==> src/rtl/cpu_exec_unit.sv <==
// Execution support for the RV32 single-cycle core:
// integer ALU with branch flags, machine CSR file, load extender.
module cpu_exec_unit #(
   parameter logic [31:0] HART_ID    = 32'd0,
   parameter logic [31:0] MISA_VALUE = 32'h4000_0100
) (
   input  logic        clk,
   input  logic        rst_n,
   input  logic [31:0] alu_src_a,
   input  logic [31:0] alu_src_b,
   input  logic [3:0]  alu_control,
   output logic [31:0] alu_result,
   output logic        alu_zero,
   output logic        alu_borrow,
   output logic        alu_lt,
   input  logic [11:0] csr_raddr,
   output logic [31:0] csr_rdata,
   input  logic [11:0] csr_waddr,
   input  logic [31:0] csr_wdata,
   input  logic        csr_wenable,
   input  logic [31:0] ext_data,
   input  logic [2:0]  ext_control,
   output logic [31:0] ext_data_out
);

   localparam logic [3:0] OP_ADD  = 4'b0000;
   localparam logic [3:0] OP_SUB  = 4'b1000;
   localparam logic [3:0] OP_SLL  = 4'b0001;
   localparam logic [3:0] OP_SLT  = 4'b0010;
   localparam logic [3:0] OP_SLTU = 4'b0011;
   localparam logic [3:0] OP_XOR  = 4'b0100;
   localparam logic [3:0] OP_SRL  = 4'b0101;
   localparam logic [3:0] OP_SRA  = 4'b1101;
   localparam logic [3:0] OP_OR   = 4'b0110;
   localparam logic [3:0] OP_AND  = 4'b0111;
   localparam logic [3:0] OP_PA   = 4'b1001;
   localparam logic [3:0] OP_PB   = 4'b1010;
   localparam logic [3:0] OP_ANDN = 4'b1011;

   localparam logic [11:0] A_MSTATUS  = 12'h300;
   localparam logic [11:0] A_MISA     = 12'h301;
   localparam logic [11:0] A_MIE      = 12'h304;
   localparam logic [11:0] A_MTVEC    = 12'h305;
   localparam logic [11:0] A_MSCRATCH = 12'h340;
   localparam logic [11:0] A_MEPC     = 12'h341;
   localparam logic [11:0] A_MCAUSE   = 12'h342;
   localparam logic [11:0] A_MTVAL    = 12'h343;
   localparam logic [11:0] A_MIP      = 12'h344;
   localparam logic [11:0] A_MHARTID  = 12'hF14;

   // ---------------- ALU ----------------
   logic [32:0] diff;
   logic [4:0]  shamt;

   // A - B as A + ~B + 1 so the carry-out gives the borrow
   assign diff  = {1'b0, alu_src_a} + {1'b0, ~alu_src_b} + 33'd1;
   assign shamt = alu_src_b[4:0];

   assign alu_borrow = ~diff[32];
   assign alu_lt = (alu_src_a[31] != alu_src_b[31]) ?
                   alu_src_a[31] : diff[31];

   always_comb begin
      alu_result = 32'd0;
      case (alu_control)
         OP_ADD:  alu_result = alu_src_a + alu_src_b;
         OP_SUB:  alu_result = diff[31:0];
         OP_SLL:  alu_result = alu_src_a << shamt;
         OP_SLT:  alu_result = {31'd0, alu_lt};
         OP_SLTU: alu_result = {31'd0, alu_borrow};
         OP_XOR:  alu_result = alu_src_a ^ alu_src_b;
         OP_SRL:  alu_result = alu_src_a >> shamt;
         OP_SRA:  alu_result = $signed(alu_src_a) >>> shamt;
         OP_OR:   alu_result = alu_src_a | alu_src_b;
         OP_AND:  alu_result = alu_src_a & alu_src_b;
         OP_PA:   alu_result = alu_src_a;
         OP_PB:   alu_result = alu_src_b;
         OP_ANDN: alu_result = alu_src_a & ~alu_src_b;
         default: alu_result = 32'd0;
      endcase
   end

   assign alu_zero = (alu_result == 32'd0);

   // ---------------- CSR file ----------------
   logic [31:0] mstatus;
   logic [31:0] mie;
   logic [31:0] mtvec;
   logic [31:0] mscratch;
   logic [31:0] mepc;
   logic [31:0] mcause;
   logic [31:0] mtval;
   logic [31:0] mip;

   always_ff @(posedge clk or negedge rst_n) begin
      if (!rst_n) begin
         mstatus  <= 32'd0;
         mie      <= 32'd0;
         mtvec    <= 32'd0;
         mscratch <= 32'd0;
         mepc     <= 32'd0;
         mcause   <= 32'd0;
         mtval    <= 32'd0;
         mip      <= 32'd0;
      end else if (csr_wenable) begin
         // read-only and unmapped addresses fall through silently
         case (csr_waddr)
            A_MSTATUS:  mstatus  <= csr_wdata;
            A_MIE:      mie      <= csr_wdata;
            A_MTVEC:    mtvec    <= {csr_wdata[31:2], 2'b00};
            A_MSCRATCH: mscratch <= csr_wdata;
            A_MEPC:     mepc     <= {csr_wdata[31:2], 2'b00};
            A_MCAUSE:   mcause   <= csr_wdata;
            A_MTVAL:    mtval    <= csr_wdata;
            A_MIP:      mip      <= csr_wdata;
            default: ;
         endcase
      end
   end

   always_comb begin
      csr_rdata = 32'd0;
      case (csr_raddr)
         A_MSTATUS:  csr_rdata = mstatus;
         A_MISA:     csr_rdata = MISA_VALUE;
         A_MIE:      csr_rdata = mie;
         A_MTVEC:    csr_rdata = mtvec;
         A_MSCRATCH: csr_rdata = mscratch;
         A_MEPC:     csr_rdata = mepc;
         A_MCAUSE:   csr_rdata = mcause;
         A_MTVAL:    csr_rdata = mtval;
         A_MIP:      csr_rdata = mip;
         A_MHARTID:  csr_rdata = HART_ID;
         default:    csr_rdata = 32'd0;
      endcase
   end

   // ---------------- load extender ----------------
   always_comb begin
      ext_data_out = ext_data;
      case (ext_control)
         3'b000: ext_data_out = {{24{ext_data[7]}}, ext_data[7:0]};
         3'b001: ext_data_out = {{16{ext_data[15]}}, ext_data[15:0]};
         3'b100: ext_data_out = {24'd0, ext_data[7:0]};
         3'b101: ext_data_out = {16'd0, ext_data[15:0]};
         default: ext_data_out = ext_data;
      endcase
   end

endmodule

==> config.mk <==
export PLATFORM = sky130hd
export DESIGN_NAME = cpu_exec_unit
export DESIGN_NICKNAME = d
export VERILOG_FILES = /design/src/rtl/cpu_exec_unit.sv
export SDC_FILE = /design/constraint.sdc
export NUM_CORES = 1
export LEC_CHECK = 0
export CAP_MARGIN = 20
export CORE_ASPECT_RATIO = 1.5
export CORE_MARGIN = 2
export CORE_UTILIZATION = 45
export DETAILED_ROUTE_END_ITERATION = 7
export PLACE_DENSITY_LB_ADDON = 0.08
export RECOVER_POWER = 100
export REMOVE_ABC_BUFFERS = 1
export SETUP_SLACK_MARGIN = 0.3
export SLEW_MARGIN = 40
export SYNTH_ARGS = -nofsm -noshare
export SYNTH_HDL_FRONTEND = slang
export SYNTH_SLANG_ARGS = --single-unit
export TNS_END_PERCENT = 20
==> constraint.sdc <==
create_clock -name clk -period 10.5 [get_ports clk]
set_input_delay 1.575 -clock clk [delete_from_list [all_inputs] [get_ports clk]]
set_output_delay 1.575 -clock clk [all_outputs]
set_load 0.005 [all_outputs]
==> results.ini <==
[route]
viasPerCell = 6.90
vias = 21300
wl_per_cell_um = 32.2
dr.pass1.iters = 8
ant_nets = 0
drtIter0Drc = 2387
drc = 0
wl_mm = 99.6

[yosys]
synth.avg_cell_area_um2 = 9.14
synth_warnings = 0
ys_seq_elements = 252
seq_area_frac_synth_pct = 29.5
post_synth_num_cell_types = 93
synthFlopType = dfrtp_1
syn-cell-area_um2 = 21400
synth-edff-count = 0
synthCells = 2335
async_flop_share_pct = 100

[min_path]
min_path_type = reg -> reg

[timing]
min_period_over_period_pct = 93.7
timing.clock.skew_ns = 0
period_needed_ns = 9.84
tns_ns = 0
finalHoldViolations = 0
fmax_ghz = 0.102
maxSlewViolCount = 511
slew-limit-headroom_pct = -257
setup_viol_count_final = 0
worst_pin_slew_ns = 5.35
holdWs_ns = 0.506
rsz0062_at_grt = false

[global_route]
grt_usage_pct = 39.6
grt_pass1_vias = 20900
use_met1_pct = 41.2
grt_max_degree = 101
use_met3_pct = 11.0
grtUsageMet2_pct = 66.8
antenna_found_initial = 12
grt_overflow = 0
grt_pass1_wl_mm = 144
busiest_layer = met2

[worst_setup_path]
cp_cell_sequence = dlygate4sd3_1 > buf_4 > nand2b_1 > clkbuf_1 > o21ai_0 > a32oi_1 > o211ai_1 > a2111oi_0 > o21ai_0 > nor4b_1 > and4b_1 > nand4_1 > nor4_2 > dlygate4sd3_1
crit_path_end_kind = output pin
critical_path_class = in -> out
cp.required_ns = 8.93
cpPeakStageDelay_ns = 1.27
cp_slowest_cell = clkbuf_1
crit_fanout = 36
crit_path_start_kind = primary input
critical_path_arrival_ns = 8.27

[clocking]
postCtsHoldBufs = 0
ctsResizeCount = 0
cts_tree = yes
tritoncts_num_sinks = 252
cts-root-buf = clkbuf_16
clk_pin_slew_ns = 0.07
htreeDepth = 1
cts_buffers = 21
clkLatencyLatePin_ns = 0.51
clockBufferDepth = 3
post_cts.repair.setup_buffers = 0

[finish]
fin_area_um2 = 25000
area_growth_pct = 17.3
final_util_pct = 53.6
final_cell_mix = mux2_2 (268), dfrtp_1 (252), nand2_1 (226), clkdlybuf4s50_1 (157), nor2_1 (139)
fillCellCount = 4311
drive_gt1_share_pct = 18.7
nets = 2738
layout_commonest_cell = mux2_2

[placement]
port_buffers = 246
dp_hpwl_mm = 71.6
placed_cell_area_um2 = 24400
gp_congestion = 1.08

[power]
ir_worst_vdd_uv = 161
power_density_nw_per_um2 = 104
power.leakage_nw = 11.5
fin_total_pwr_mw = 2.60

[floorplan]
fp.dieArea_um2 = 49200
ios = 261
start_util_pct = 45.7
die_w_um = 182
coreArea_um2 = 46700
fp.dieH_um = 271
fp-row-count = 97

[job]
drv_cap = 13

[outcome]
violations = max-capacitance violations, max-slew violations
outcome = complete, but fails checks

-- flip-flops by register name, summed over array words and instances, names as in the netlist --
name      flops
mstatus      32
mip          32
mtval        32
mepc         30
mcause       32
mie          32
mtvec        30
mscratch     32
-- logic make-up (layout without fill, tap and decap cells) --
| kind of cell | after synthesis | in the layout | share of synthesized area, % |
|---|---|---|---|
| xor+xnor | 16 | 16 | 0.656 |
| compound gates | 648 | 648 | 21.7 |
| buf+inv | 310 | 465 | 6.02 |
| other cells | 0 | 9 | 0 |
| flops | 252 | 252 | 29.5 |
| simple gates | 612 | 612 | 13.5 |
| fa+ha+maj | 100 | 100 | 5.97 |
| mux | 397 | 397 | 22.6 |
-- worst max-delay path, delay by kind of cell --
family                 cells  cell delay, ns
AO/OA/AOI/OAI              5            1.93
buffers and inverters      4            2.98
AND/OR/NAND/NOR            5            1.77
-- layer usage --
metal / share of wire, % / vias to the layer above
met5: 0.051 / -
met3: 8.2 / 439
met2: 49 / 1258
li1: - / 9120
met4: 9.6 / 8
met1: 34 / 10500
-- path summary, 6_finish.rpt --
check,from,depth (start not counted),endpoint,slack [ns]
setup / recovery,alu_control[3],14,alu_zero,0.66
hold / removal,mcause[12],1,mcause[12],0.51
setup reg to reg,mstatus[1],1,mstatus[1],9.66
hold reg to reg,mcause[12],1,mcause[12],0.51
max in group asynchronous,rst_n,3,mcause[23],2.07
min in group asynchronous,rst_n,1,mcause[2],2.99
-- area by class of cell --
cell class / count / area [um2] / area share [%]
clock inverters: 7 / 66.3 / 0.265
repair buffers: 328 / 3020 / 12.1
inverters: 100 / 375 / 1.50
diodes: 9 / 22.5 / 0.0899
clock buffers: 30 / 619 / 2.47
well taps: 594 / 743 / 2.97
multi-input cells: 1773 / 13900 / 55.5
flip-flops and latches: 252 / 6310 / 25.2
-- Yosys cell counts (10+ instances only) --
library cell	instances	area (um2)
mux2_2	269	3030
dfrtp_1	252	6310
nand2_1	227	852
nor2_1	142	533
clkbuf_1	134	503
o21ai_0	111	556
a21oi_1	106	531
ha_1	97	1210
inv_1	97	364
mux2i_1	84	841
nand3_1	68	340
a222oi_1	51	510
a22oi_1	41	308
mux4_2	40	901
o22ai_1	35	219
buf_2	32	160
o211ai_1	32	240
a211oi_1	29	218
nor3_1	29	145
buf_1	27	101
a31oi_1	24	150
nor2b_1	19	119
and3_1	17	106
o221ai_1	17	149
a221o_1	16	160
nand2b_1	16	100
a221oi_1	15	131
nand4_1	14	87.6
o31ai_1	14	105
a2111oi_0	13	114
buf_4	12	90.1
nor4_1	12	75.1
xnor2_1	12	105
a211o_1	11	96.3
o21bai_1	11	82.6
a21o_1	10	75.1
o211a_1	10	100
-- per-stage QoR --
step / setup WS [ns] / std cells
final: 0.656 / 3093
after global routing: 0.543 / 3086
after CTS: 1.15 / 3081
after detailed placement: 1.17 / 3044
after global placement: 1.26 / 3042
after floorplan: 2.94 / 2125
-- power breakdown --
part           leakage, nW  internal [mW]  total [mW]  switching [mW]
logic                 7.59          0.304       0.833           0.529
clock network        0.340          0.437       0.794           0.357
registers             3.52          0.974       0.977         0.00213
No activity file was read; power rests on OpenSTA's default activity.
